### src/rtl/fp_div_seq.sv
// -----------------------------------------------------------------------------
// fp_div_seq
// Sequential IEEE-754 single-precision divider. The mantissa quotient comes
// from a restoring divider that produces one bit per clock, followed by a
// single normalise/saturate step. Denormals are flushed to zero, exponent 255
// is used as an ordinary number, and the quotient is truncated (no rounding).
//
// Ports
//   clk          rising-edge clock
//   reset        synchronous, active-high reset
//   in_valid     operand pair a/b valid
//   in_ready     block can accept operands (idle)
//   a, b         IEEE-754 single dividend / divisor
//   out_valid    result/div_by_zero valid
//   out_ready    consumer accepts the result
//   result       quotient a/b (registered)
//   div_by_zero  divisor exponent field was zero for this result (registered)
// -----------------------------------------------------------------------------
module fp_div_seq (
  input  logic        clk,
  input  logic        reset,
  input  logic        in_valid,
  output logic        in_ready,
  input  logic [31:0] a,
  input  logic [31:0] b,
  output logic        out_valid,
  input  logic        out_ready,
  output logic [31:0] result,
  output logic        div_by_zero
);

  typedef enum logic [1:0] {IDLE, CALC, NORM, DONE} state_t;

  state_t      state;
  state_t      state_nxt;

  logic        sign_q;
  logic [7:0]  ea_q;
  logic [7:0]  eb_q;
  logic [23:0] mb_q;
  logic [24:0] r_q;
  logic [24:0] q_q;
  logic [4:0]  cnt_q;

  // Operand decode, used only on the accept edge.
  logic       a_zero;
  logic       b_zero;
  logic       s_in;
  assign a_zero = (a[30:23] == 8'h00);
  assign b_zero = (b[30:23] == 8'h00);
  assign s_in   = a[31] ^ b[31];

  // Restoring-division step.
  logic        r_ge;
  logic [24:0] r_sub;
  assign r_ge  = (r_q >= {1'b0, mb_q});
  assign r_sub = r_q - {1'b0, mb_q};

  // Normalisation: q lies in [2^23, 2^25), so at most one position of shift.
  logic signed [9:0] e_norm;
  logic [22:0]       mant_norm;
  assign e_norm    = $signed({2'b00, ea_q}) - $signed({2'b00, eb_q})
                   + (q_q[24] ? 10'sd127 : 10'sd126);
  assign mant_norm = q_q[24] ? q_q[23:1] : q_q[22:0];

  assign in_ready  = (state == IDLE);
  assign out_valid = (state == DONE);

  // NOTE: every output of this block gets a default first, so no path through
  // the case statement can leave it unassigned and infer a latch.
  always_comb begin
    state_nxt = state;
    case (state)
      IDLE: if (in_valid) state_nxt = (a_zero || b_zero) ? DONE : CALC;
      CALC: if (cnt_q == 5'd0) state_nxt = NORM;
      NORM: state_nxt = DONE;
      DONE: if (out_ready) state_nxt = IDLE;
      default: state_nxt = IDLE;
    endcase
  end

  // NOTE: reset is synchronous here, so it is sampled inside the clocked
  // branch and takes priority over every handshake on the same edge.
  // NOTE: all state is updated with non-blocking assignments so every register
  // sees the pre-edge values of the others, matching the hardware.
  always_ff @(posedge clk) begin
    if (reset) begin
      state       <= IDLE;
      result      <= 32'h0;
      div_by_zero <= 1'b0;
      sign_q      <= 1'b0;
      ea_q        <= 8'h00;
      eb_q        <= 8'h00;
      mb_q        <= 24'h0;
      r_q         <= 25'h0;
      q_q         <= 25'h0;
      cnt_q       <= 5'd0;
    end else begin
      state <= state_nxt;
      case (state)
        IDLE: begin
          if (in_valid) begin
            sign_q <= s_in;
            ea_q   <= a[30:23];
            eb_q   <= b[30:23];
            mb_q   <= {1'b1, b[22:0]};
            r_q    <= {2'b01, a[22:0]};
            q_q    <= 25'h0;
            cnt_q  <= 5'd24;
            // Zero operands bypass the divider and finish straight away.
            if (b_zero) begin
              div_by_zero <= 1'b1;
              result      <= a_zero ? 32'h7FC0_0000 : {s_in, 8'hFF, 23'h0};
            end else if (a_zero) begin
              div_by_zero <= 1'b0;
              result      <= {s_in, 31'h0};
            end
          end
        end
        CALC: begin
          // Quotient bits arrive MSB first; shifting them in from the LSB
          // over exactly 25 steps places each one at q[cnt].
          q_q   <= {q_q[23:0], r_ge};
          r_q   <= r_ge ? {r_sub[23:0], 1'b0} : {r_q[23:0], 1'b0};
          cnt_q <= (cnt_q == 5'd0) ? 5'd0 : cnt_q - 5'd1;
        end
        NORM: begin
          div_by_zero <= 1'b0;
          if (e_norm <= 10'sd0)
            result <= {sign_q, 31'h0};
          else if (e_norm >= 10'sd255)
            result <= {sign_q, 8'hFF, 23'h0};
          else
            result <= {sign_q, e_norm[7:0], mant_norm};
        end
        default: ;  // DONE holds result and flag until the consumer takes them
      endcase
    end
  end

endmodule

### config.mk
export PLATFORM = sky130hd
export DESIGN_NAME = fp_div_seq
export DESIGN_NICKNAME = d
export VERILOG_FILES = /design/src/rtl/fp_div_seq.sv
export SDC_FILE = /design/constraint.sdc
export NUM_CORES = 1
export LEC_CHECK = 0
export BUFFER_PORTS_ARGS = -buffer_cell sky130_fd_sc_hd__buf_4
export CAP_MARGIN = 15
export CORE_UTILIZATION = 47
export DETAILED_ROUTE_END_ITERATION = 10
export GPL_TIMING_DRIVEN = 0
export PLACE_DENSITY = 0.67
export RECOVER_POWER = 100
export SLEW_MARGIN = 15
export SYNTH_ARGS = -nofsm -noshare
export SYNTH_HDL_FRONTEND = slang
export SYNTH_SLANG_ARGS = --single-unit
### constraint.sdc
create_clock -name clk -period 7.64 [get_ports clk]
set_input_delay 0 -clock clk [delete_from_list [all_inputs] [get_ports clk]]
set_output_delay 0 -clock clk [all_outputs]
set_load 0.01 [all_outputs]
==> impl_metrics.yaml <==
run_status:
  status: "complete, no violations"
clocking:
  tritoncts: "yes"
  htree_levels: 4
  cts_setup_buffers: 0
  cts.path.max_buffers: 2
  clk_latency_ns: 0.43
  numCtsBuffers: 17
  root_buffer: "clkbuf_16"
  clk_pin_slew_ns: 0.06
  cts_sinks: 131
routing:
  wire_per_inst_um: 16.0
  drt_pass1_iterations: 5
  antenna_left: 0
  via_count: 7017
  wl_mm: 20.3
  drtIter0Drc: 326
  vias_per_cell: 5.53
  drcViolationCount: 0
critical_path:
  path_depth: 14
  critPathKind: "flop to flop"
  path_max_fanout: 10
  startpoint: "ea_q[0]"
  worst_setup_path_start_kind: "flop"
  cpLargestDelayFamily: "compound AO/OA/AOI/OAI gates"
  regToRegEndpoint: "result[2]"
  worstPathCellList: "inv_1 > ha_1 > inv_1 > fa_1 > a21o_1 > a21oi_1 > nor4_1 > nor3_1 > nand3_1 > o31a_1 > o21ai_0 > nand2b_1 > clkbuf_1 > o21ai_0"
  worstPathRequired_ns: 7.93
  worst-path-buf-inv: 3
  r2r-start: "ea_q[0]"
  r2r_slack_ns: 3.12
  crit_end: "result[2]"
  endpoint_kind: "flop"
  slowest_stage: "o21ai_0"
  cpPeakStageDelay_ns: 0.83
  reg2reg_depth: 14
  worstPathArrival_ns: 4.80
logic_synthesis:
  yosysWarnings: 0
  synth_area_leader_cell: "dfxtp_1"
  synth_seq_cells: 131
  yosys.area_share.adder: 0.0725
  ys_async_sr_fraction: 0
  ys_types: 78
  synthSimpleGateAreaFrac: 0.177
  yosys_most_used_dff: "dfxtp_1"
  synthTopCellsByArea: "dfxtp_1 (36%), a21oi_1 (6.7%), ha_1 (6.7%)"
  syn_area_per_cell_um2: 8.24
  syn_nets: 992
  synth_area_um2: 7280
  seq_area_frac_synth: 0.360
  synth_top_family_by_area: "compound AO/OA/AOI/OAI gates"
  synth_compound_area_frac: 0.256
  yosysTopAreaCellShare: 0.360
  synth_cells: 883
  synthXorXnorAreaFrac: 0.0301
  synthMuxAreaShare: 0.0486
  synth_edf_count: 0
placed_design:
  portBuffers: 102
  dpl_worst_slack_ns: 4.45
  hpwl_mm: 14.4
  gp_congestion: 0.900
grt:
  grt_pass1_vias: 6776
  antenna_found_initial: 0
  grt_pass1_wl_mm: 33.2
  grt_max_degree: 17
  grt_overflow: 0
  grt_usage: 0.264
timing:
  final.hold.worst_slack_ns: 0.124
  setup_violations: 0
  finalHoldViolCount: 0
  slew_violations: 0
  rsz0062_at_grt: "false"
  layout_min_cycle_time_ns: 4.52
  fin_ws_ns: 3.12
  max_freq_mhz: 221
  worst_pin_slew_ns: 1.12
  fin_skew_ns: 0.00870
  fin_setup_tns_ns: 0
  period_share: 0.591
  max_slew_margin: 0.244
floorplan:
  ios: 103
  rows: 45
  die_height_um: 126
  die_width_um: 126
  core_area_um2: 15100
  fp.dieArea_um2: 16000
  floorplan.initialDensity: 0.481
cells_and_area:
  syn_to_final_growth_pct: 27.3
  drive_above_1_share: 0.121
  antenna_cells: 0
  finalNetCount: 1178
  final_util: 0.612
power_and_ir_drop:
  irDropWorstVdd_uv: 272
  p_per_area_nw_per_um2: 458
  p_leak_nw: 3.57
min_path:
  hold_path_class: "input port to flop"
run:
  max-cap-violations: 0
[power by group]
part / leakage (nW) / internal [mW] / total, mW / switching [mW]
registers: 1.07 / 0.801 / 0.894 / 0.0929
logic: 2.22 / 1.02 / 2.52 / 1.50
clock network: 0.289 / 0.490 / 0.832 / 0.342
total: 3.57 / 2.31 / 4.24 / 1.93
[kinds of logic after synthesis]
group	after synthesis
simple gates	282
compound gates	272
flops	131
buf+inv	97
fa+ha+maj	41
mux	35
xor+xnor	25
[layout make-up]
class                      count  area (µm²)
buffer                        45         169
clock buffer                  18         429
clock inverter                14         163
fill                        1425        5880
inverter                      52         195
multi-input combinational    655        4170
sequential                   131        2620
tap                          188         235
timing repair buffer         167        1280
[synth_stat cells (4+ instances only)]
library cell / n
o21ai_0: 30
nand2_1: 119
a22oi_1: 45
o22ai_1: 21
nor2b_1: 8
ha_1: 39
o211ai_1: 4
xor2_1: 13
and2_1: 6
nor2_1: 80
nand2b_1: 9
a21o_1: 4
nor3_1: 18
inv_1: 51
a21oi_1: 98
or3_1: 5
o21a_1: 4
dfxtp_1: 131
a21o_2: 4
mux2i_1: 32
xnor2_1: 12
nor4_1: 5
o21ai_2: 19
clkbuf_1: 40
nand3_1: 9
[placed cells by master (no fill, tap or decap), drive strengths merged, types with 3 or more instances in the layout]
cell | netlist | layout
dfxtp | 131 | 131
nand2 | 120 | 120
a21oi | 99 | 99
clkbuf | 40 | 99
nor2 | 81 | 81
buf | 5 | 66
dlygate4sd3 | 0 | 65
inv | 52 | 61
o21ai | 51 | 51
a22oi | 45 | 45
ha | 39 | 39
mux2i | 32 | 32
o22ai | 23 | 23
nor3 | 19 | 19
xor2 | 13 | 13
xnor2 | 12 | 12
nand2b | 10 | 10
nand3 | 9 | 9
nor2b | 8 | 8
or3 | 8 | 8
a21o | 8 | 8
and2 | 7 | 7
nor4 | 5 | 5
o21a | 5 | 5
o211ai | 5 | 5
nand4 | 4 | 4
o31ai | 4 | 4
nor3b | 3 | 3
o31a | 3 | 3
o211a | 3 | 3
a222oi | 3 | 3
a21boi | 3 | 3
a211oi | 3 | 3
mux2 | 3 | 3
[flip-flops by register name, indices dropped and copies added, names as in the netlist]
signal,cells
div_by_zero,1
eb_q,8
result,32
state,2
q_q,25
sign_q,1
cnt_q,5
ea_q,8
r_q,25
mb_q,24
[how the worst min path moves through the flow]
stage	from	to	slack, ns	cells past startpoint
floorplan	a[23]	ea_q[0]	0.14	2
global placement	a[21]	r_q[21]	0.25	3
detailed placement	b[15]	mb_q[15]	0.26	3
CTS	out_ready	state[0]	0.1	5
global route	out_ready	state[0]	0.14	5
finish	out_ready	state[0]	0.12	5
[through the flow]
step / cell area, µm² / instances / power (mW)
after global placement: 8280 / 1173 / 3.39
after floorplan: 7280 / 883 / 2.85
after global routing: 9260 / 1270 / 4.58
final: 9260 / 1270 / 4.24
after detailed placement: 8280 / 1173 / 3.41
after CTS: 9520 / 1270 / 4.28
[routing by layer]
layer	up-vias	global-route usage	part of all wire	wire, µm
li1	3519	-	-	-
met1	3291	0.326	0.44	9010
met2	181	0.460	0.49	9920
met3	26	0.0447	0.050	1010
met4	0	0.0978	0.017	342
met5	-	0	0	0
[worst reg2reg max path, cell delays in order (launching register included)]
cell,delay (ns)
dfxtp_1,0.31
inv_1,0.05
ha_1,0.16
inv_1,0.06
fa_1,0.40
a21o_1,0.20
a21oi_1,0.39
nor4_1,0.12
nor3_1,0.30
nand3_1,0.22
o31a_1,0.32
o21ai_0,0.83
nand2b_1,0.31
clkbuf_1,0.50
o21ai_0,0.19
[timing repair]
action                                 CTS  global route
endpoints found under the hold margin   64             0
hold buffers                            65             0
gates resized for setup                  0             0
Power figures use the tool's default switching activity.
